$ cat src/rtl/spec_tlb_gen2.sv
// spec_tlb_gen2: fully associative speculative TLB with mixed small/large
// page entries, small/large table-walk ports, flush, round-robin
// replacement and saturating hit/miss counters.
module spec_tlb_gen2 #(
  parameter int VA_W      = 9,
  parameter int PA_W      = 9,
  parameter int SMALL_OFF = 3,
  parameter int LARGE_OFF = 5,
  parameter int ENTRIES   = 4,
  parameter int CNT_W     = 16
) (
  input  logic                      clk,
  input  logic                      rst,
  input  logic                      REQ_VALID,
  output logic                      REQ_READY,
  input  logic                      REQ_SPEC,
  input  logic [VA_W-1:0]           REQ_VADDR,
  output logic                      RSP_VALID,
  output logic [PA_W-1:0]           RSP_PADDR,
  output logic                      RSP_HIT,
  output logic                      RSP_SPEC_HIT,
  input  logic                      FLUSH,
  output logic                      WALK_S_RQST,
  output logic [VA_W-SMALL_OFF-1:0] WALK_S_VPN,
  input  logic                      WALK_S_DONE,
  input  logic [PA_W-SMALL_OFF-1:0] WALK_S_PPN,
  output logic                      WALK_L_RQST,
  output logic [VA_W-LARGE_OFF-1:0] WALK_L_VPN,
  input  logic                      WALK_L_DONE,
  input  logic [PA_W-LARGE_OFF-1:0] WALK_L_PPN,
  output logic [CNT_W-1:0]          HIT_CNT,
  output logic [CNT_W-1:0]          MISS_CNT
);

  localparam int VPN_W = VA_W - SMALL_OFF;
  localparam int PPN_W = PA_W - SMALL_OFF;
  localparam int LD    = LARGE_OFF - SMALL_OFF;
  localparam int IDX_W = $clog2(ENTRIES);

  typedef enum logic [2:0] {S_IDLE, S_LOOKUP, S_WALK_S, S_WALK_L, S_RESP} state_t;

  state_t                 state_q, state_d;
  logic [VA_W-1:0]        vaddr_q, vaddr_d;
  logic                   spec_q, spec_d;
  logic [ENTRIES-1:0]     valid_q, valid_d;
  logic [IDX_W-1:0]       ptr_q, ptr_d;
  logic [PA_W-1:0]        rsp_paddr_q, rsp_paddr_d;
  logic                   rsp_hit_q, rsp_hit_d;
  logic                   rsp_spec_hit_q, rsp_spec_hit_d;
  logic [CNT_W-1:0]       hit_cnt_q, hit_cnt_d;
  logic [CNT_W-1:0]       miss_cnt_q, miss_cnt_d;

  // Entry payload: only meaningful where the valid bit is set, so not reset.
  logic                   large_q [ENTRIES];
  logic [VPN_W-1:0]       vpn_q   [ENTRIES];
  logic [PPN_W-1:0]       ppn_q   [ENTRIES];

  logic                   hit;
  logic [IDX_W-1:0]       hit_idx;
  logic                   hit_large;
  logic                   has_inv;
  logic [IDX_W-1:0]       inv_idx;
  logic [IDX_W-1:0]       victim;
  logic                   fill_en;
  logic                   fill_large;
  logic [VPN_W-1:0]       fill_vpn;
  logic [PPN_W-1:0]       fill_ppn;

  function automatic logic [CNT_W-1:0] sat_inc(input logic [CNT_W-1:0] v);
    return (&v) ? v : v + CNT_W'(1);
  endfunction

  // Parallel tag compare and free-slot search; descending loops leave the lowest index.
  always_comb begin
    hit       = 1'b0;
    hit_idx   = '0;
    hit_large = 1'b0;
    has_inv   = 1'b0;
    inv_idx   = '0;
    for (int i = ENTRIES - 1; i >= 0; i--) begin
      if (valid_q[i] &&
          (large_q[i] ? (vpn_q[i][VPN_W-1:LD] == vaddr_q[VA_W-1:LARGE_OFF])
                      : (!spec_q && (vpn_q[i] == vaddr_q[VA_W-1:SMALL_OFF])))) begin
        hit       = 1'b1;
        hit_idx   = i[IDX_W-1:0];
        hit_large = large_q[i];
      end
      if (!valid_q[i]) begin
        has_inv = 1'b1;
        inv_idx = i[IDX_W-1:0];
      end
    end
    victim = has_inv ? inv_idx : ptr_q;
  end

  // Control state register.
  always_ff @(posedge clk or posedge rst) begin
    if (rst) begin
      state_q        <= S_IDLE;
      vaddr_q        <= '0;
      spec_q         <= 1'b0;
      valid_q        <= '0;
      ptr_q          <= '0;
      rsp_paddr_q    <= '0;
      rsp_hit_q      <= 1'b0;
      rsp_spec_hit_q <= 1'b0;
      hit_cnt_q      <= '0;
      miss_cnt_q     <= '0;
    end else begin
      state_q        <= state_d;
      vaddr_q        <= vaddr_d;
      spec_q         <= spec_d;
      valid_q        <= valid_d;
      ptr_q          <= ptr_d;
      rsp_paddr_q    <= rsp_paddr_d;
      rsp_hit_q      <= rsp_hit_d;
      rsp_spec_hit_q <= rsp_spec_hit_d;
      hit_cnt_q      <= hit_cnt_d;
      miss_cnt_q     <= miss_cnt_d;
    end
  end

  // Entry payload write on an unflushed fill.
  always_ff @(posedge clk) begin
    if (fill_en) begin
      large_q[victim] <= fill_large;
      vpn_q[victim]   <= fill_vpn;
      ppn_q[victim]   <= fill_ppn;
    end
  end

  // Next-state logic.
  always_comb begin
    state_d = state_q;
    case (state_q)
      S_IDLE:   if (REQ_VALID) state_d = S_LOOKUP;
      S_LOOKUP: state_d = hit ? S_RESP : (spec_q ? S_WALK_L : S_WALK_S);
      S_WALK_S: if (WALK_S_DONE) state_d = S_RESP;
      S_WALK_L: if (WALK_L_DONE) state_d = S_RESP;
      S_RESP:   state_d = S_IDLE;
      default:  state_d = S_IDLE;
    endcase
  end

  // Datapath: request capture, response build, fill, flush and counters.
  always_comb begin
    vaddr_d        = vaddr_q;
    spec_d         = spec_q;
    rsp_paddr_d    = rsp_paddr_q;
    rsp_hit_d      = rsp_hit_q;
    rsp_spec_hit_d = rsp_spec_hit_q;
    hit_cnt_d      = hit_cnt_q;
    miss_cnt_d     = miss_cnt_q;
    fill_en        = 1'b0;
    fill_large     = 1'b0;
    fill_vpn       = vaddr_q[VA_W-1:SMALL_OFF];
    fill_ppn       = WALK_S_PPN;
    case (state_q)
      S_IDLE: begin
        if (REQ_VALID) begin
          vaddr_d = REQ_VADDR;
          spec_d  = REQ_SPEC;
        end
      end
      S_LOOKUP: begin
        if (hit) begin
          rsp_paddr_d    = hit_large
                           ? {ppn_q[hit_idx][PPN_W-1:LD], vaddr_q[LARGE_OFF-1:0]}
                           : {ppn_q[hit_idx], vaddr_q[SMALL_OFF-1:0]};
          rsp_hit_d      = 1'b1;
          rsp_spec_hit_d = hit_large;
          hit_cnt_d      = sat_inc(hit_cnt_q);
        end
      end
      S_WALK_S: begin
        if (WALK_S_DONE) begin
          rsp_paddr_d    = {WALK_S_PPN, vaddr_q[SMALL_OFF-1:0]};
          rsp_hit_d      = 1'b0;
          rsp_spec_hit_d = 1'b0;
          miss_cnt_d     = sat_inc(miss_cnt_q);
          fill_en        = !FLUSH;
        end
      end
      S_WALK_L: begin
        if (WALK_L_DONE) begin
          rsp_paddr_d    = {WALK_L_PPN, vaddr_q[LARGE_OFF-1:0]};
          rsp_hit_d      = 1'b0;
          rsp_spec_hit_d = 1'b0;
          miss_cnt_d     = sat_inc(miss_cnt_q);
          fill_en        = !FLUSH;
          fill_large     = 1'b1;
          fill_vpn       = {vaddr_q[VA_W-1:LARGE_OFF], {LD{1'b0}}};
          fill_ppn       = {WALK_L_PPN, {LD{1'b0}}};
        end
      end
      default: ;
    endcase
    valid_d = valid_q;
    ptr_d   = ptr_q;
    if (FLUSH) begin
      valid_d = '0;
      ptr_d   = '0;
    end else if (fill_en) begin
      valid_d[victim] = 1'b1;
      if (!has_inv) ptr_d = ptr_q + 1'b1;
    end
  end

  // Outputs decoded from state so walk requests drop as soon as reset asserts.
  always_comb begin
    REQ_READY    = (state_q == S_IDLE);
    RSP_VALID    = (state_q == S_RESP);
    RSP_PADDR    = rsp_paddr_q;
    RSP_HIT      = rsp_hit_q;
    RSP_SPEC_HIT = rsp_spec_hit_q;
    WALK_S_RQST  = (state_q == S_WALK_S);
    WALK_L_RQST  = (state_q == S_WALK_L);
    WALK_S_VPN   = WALK_S_RQST ? vaddr_q[VA_W-1:SMALL_OFF] : '0;
    WALK_L_VPN   = WALK_L_RQST ? vaddr_q[VA_W-1:LARGE_OFF] : '0;
    HIT_CNT      = hit_cnt_q;
    MISS_CNT     = miss_cnt_q;
  end

endmodule

$ cat config.mk
export PLATFORM = sky130hd
export DESIGN_NAME = spec_tlb_gen2
export DESIGN_NICKNAME = d
export VERILOG_FILES = /design/src/rtl/spec_tlb_gen2.sv
export SDC_FILE = /design/constraint.sdc
export NUM_CORES = 1
export LEC_CHECK = 0
export ABC_AREA = 1
export CORE_MARGIN = 4
export CORE_UTILIZATION = 59
export DETAILED_ROUTE_END_ITERATION = 12
export PLACE_DENSITY = 0.85
export REMOVE_ABC_BUFFERS = 1
export SETUP_SLACK_MARGIN = 0.15
export SLEW_MARGIN = 25
export SYNTH_ARGS = -nofsm -noshare
export SYNTH_HDL_FRONTEND = slang
export SYNTH_SLANG_ARGS = --single-unit
$ cat constraint.sdc
create_clock -name clk -period 5.5 [get_ports clk]
set_input_delay 1.65 -clock clk [delete_from_list [all_inputs] [get_ports clk]]
set_output_delay 1.65 -clock clk [all_outputs]
set_load 0.005 [all_outputs]
==> qor.csv <==
stage;metric;value;unit
run_status;outcome;complete, no violations;
clocking;hold_buf cts;0;
critical_path;CP top delay family;buffers and inverters;
synth;Synth top cells by count;nand2_1, inv_1, nor2_1;
timing;setup TNS;0;ns
synth;Syn Area/Cell;9.00;um^2
synth;async set or reset register ratio after synthesis;0.544;
synth;count of unique library cells instantiated by Yosys;41;
routing;vias;4667;
floorplan;core area;9200;um^2
placement;dpl hpwl;9.38;mm
critical_path;slowest cell delay on critical path;0.52;ns
floorplan;row count;35;
clocking;clock root cell;clkbuf_8;
synth;EDFF count, synth;52;
routing;Met3 Wirelength;1.15;mm
placement;port bufs;82;
routing;WL met1;5.61;mm
timing;Slew HR;0.295;
global_routing;largest net degree at the start of global routing;37;
finish;Layout area overhead;26.3;%
placement;Post-DP Area;6470;um^2
critical_path;crit path max fanout;8;
timing;Tmin final;4.10;ns
critical_path;Req. time, crit path;3.85;ns
clocking;CTS tree;built;
routing;WL final;14.0;mm
routing;Highest Signal Layer;met4;
routing;DR iter-0 viols;311;
clocking;postcts setup bufs;0;
timing;Final Hold Violating Endpoints;0;
floorplan;Starting Density;0.604;
finish;Antenna diodes;0;
finish;layout net count;740;
clocking;Clock Path Buffers;2;
finish;design area;7010;um^2
routing;Final ANT Viol Nets;0;
global_routing;vias in the first global route;4786;
synth;top-count cell post-synth;nand2_1;
critical_path;Worst Setup End Kind;primary output;
clocking;CTS Sinks;114;
timing;Max Slew Vio Count;0;
synth;ys flop type;dfrtp_1;
synth;largest area contributor in the netlist;edfxtp_1;
floorplan;Die Wd;105;um
timing;Period Utilization, post-route;0.746;
global_routing;gr ovfl total;0;
timing;Fin Hold WS;0.486;ns
synth;Mapped Area;5550;um^2
synth;top post-synthesis cells by area;edfxtp_1, dfrtp_1, nand2_1;
clocking;Clock transition at path regs;0.06;ns
routing;DRC Markers;0;
power;Max VDD drop;0.257;mV
routing;drt wl/cell;16.7;um
placement;Final Wtd Congestion;0.911;
critical_path;Critical Path, Cell by Cell;inv_2, nand2_2, nor2_2, inv_1, nor2_1, clkdlybuf4s50_1;
critical_path;Worst path slowest cell;clkdlybuf4s50_1;
synth;sequential cell area fraction in the yosys report;0.561;
timing;fmax;244;MHz
global_routing;first-pass GRT wire length;23.1;mm
clocking;clock buffer count from CTS;17;
timing;Final Skew;0.00598;ns
timing;Worst Tran Pin Value;1.05;ns
critical_path;CP Data Arrival Time;2.45;ns
floorplan;DIE AREA;11000;um^2
synth;top cell type's share of synthesized area;0.281;
power;P_leak;3.02;nW
routing;drt pass-1 iters;5;
global_routing;overall global routing resource usage;0.266;
critical_path;Bufs and invs on worst path;3;
synth;Yosys reg bits;114;
clocking;H-tree lvl count;4;
finish;layout cell share with drive strength beyond 1;0.0993;
timing;RSZ-0062 raised after global routing;no;
power;P per Cell Area;453;nW/um^2
critical_path;Worst Setup Path Type;register to primary output;
job;max-cap violations;0;
synth;Ys Warns;0;
clocking;Skew-Pair Late Insertion Delay;0.52;ns
floorplan;Die Span Y;105;um
min_path;Hold Path Class;register to register;
critical_path;CP startpoint kind;register;
synth;Mapped Cells;617;
routing;WL met2;6.91;mm
routing;routed vias/inst;5.58;
clocking;Post-CTS Resized;0;
timing;final setup violating endpoints;0;
global_routing;initial antenna violation count;0;
floorplan;count of boundary I/O pins;83;
[state kept, by name, indices dropped and copies added (netlist names)]
name / count
ptr_q: 2
ppn_q: 24
vaddr_q: 9
RSP_HIT: 1
HIT_CNT: 16
vpn_q: 24
valid_q: 4
spec_q: 1
RSP_PADDR: 9
MISS_CNT: 16
RSP_SPEC_HIT: 1
large_q: 4
state_q: 3
[per-layer routing]
| layer | vias up | track usage |
|---|---|---|
| met5 | - | 0 |
| met4 | 0 | 0.107 |
| met3 | 39 | 0.0704 |
| met2 | 246 | 0.445 |
| met1 | 2209 | 0.328 |
| li1 | 2173 | - |
[report_power, final]
group | total, mW | internal, mW | switching, mW | leakage (nW)
Clock | 1.00 | 0.607 | 0.393 | 0.250
Combinational | 0.967 | 0.396 | 0.571 | 1.51
Sequential | 1.21 | 1.06 | 0.149 | 1.25
[worst register-to-register path, delay by kind of cell, from the launching register on]
family          cells  cell delay (ns)
simple gates        3             1.28
compound gates      1             0.35
buf+inv             2             0.39
flops               1             0.43
[area by class of cell]
class | count | area (um^2)
timing repair buffer | 87 | 858
sequential | 114 | 3110
multi-input combinational | 400 | 2010
clock buffer | 19 | 432
clock inverter | 13 | 111
inverter | 92 | 353
fill | 606 | 2180
tap | 111 | 139
[path summary, 6_finish.rpt]
| path | from | cells after the start | slack (ns) | end |
|---|---|---|---|---|
| max | state_q[2] | 6 | 1.40 | WALK_L_VPN[3] |
| min | RSP_SPEC_HIT | 2 | 0.49 | RSP_SPEC_HIT |
| max reg2reg | state_q[2] | 6 | 2.71 | ppn_q[0][3] |
| min reg2reg | RSP_SPEC_HIT | 2 | 0.49 | RSP_SPEC_HIT |
| max in group asynchronous | rst | 3 | 3.10 | RSP_SPEC_HIT |
| min in group asynchronous | rst | 2 | 1.51 | HIT_CNT[2] |
[stage by stage]
step	setup WS [ns]	util	instances	power (mW)
2_1_floorplan	2.00	-	606	1.73
3_3_place_gp	1.65	0.704	804	2.12
3_5_place_dp	1.59	0.704	804	2.16
4_1_cts	1.43	0.763	836	3.18
5_1_grt	1.31	0.763	836	3.34
6_report	1.40	0.763	836	3.18
[logic make-up after synthesis]
kind of cell | synth area share
simple gates | 0.228
flops | 0.561
buf+inv | 0.0780
compound gates | 0.0804
xor+xnor | 0.0442
mux | 0.00406
fa+ha+maj | 0.00451
[cells in the final DEF (no fill, tap or decap), drive strengths merged]
master           n
dfrtp           62
o22ai            3
nand2          152
nand3           35
bufinv           1
a21oi           25
or2              4
nand4            2
nor4             2
o21ai           39
a31oi            2
clkinvlp         6
xor2            17
clkdlybuf4s50   82
xnor2           11
nor2            81
o32ai            1
o211ai           5
clkbuf          19
edfxtp          52
o21bai           1
nor3            15
clkinv           5
nor3b            1
ha               2
buf              5
inv             93
mux2             2
Note: power is estimated with default switching activity, not from simulation.
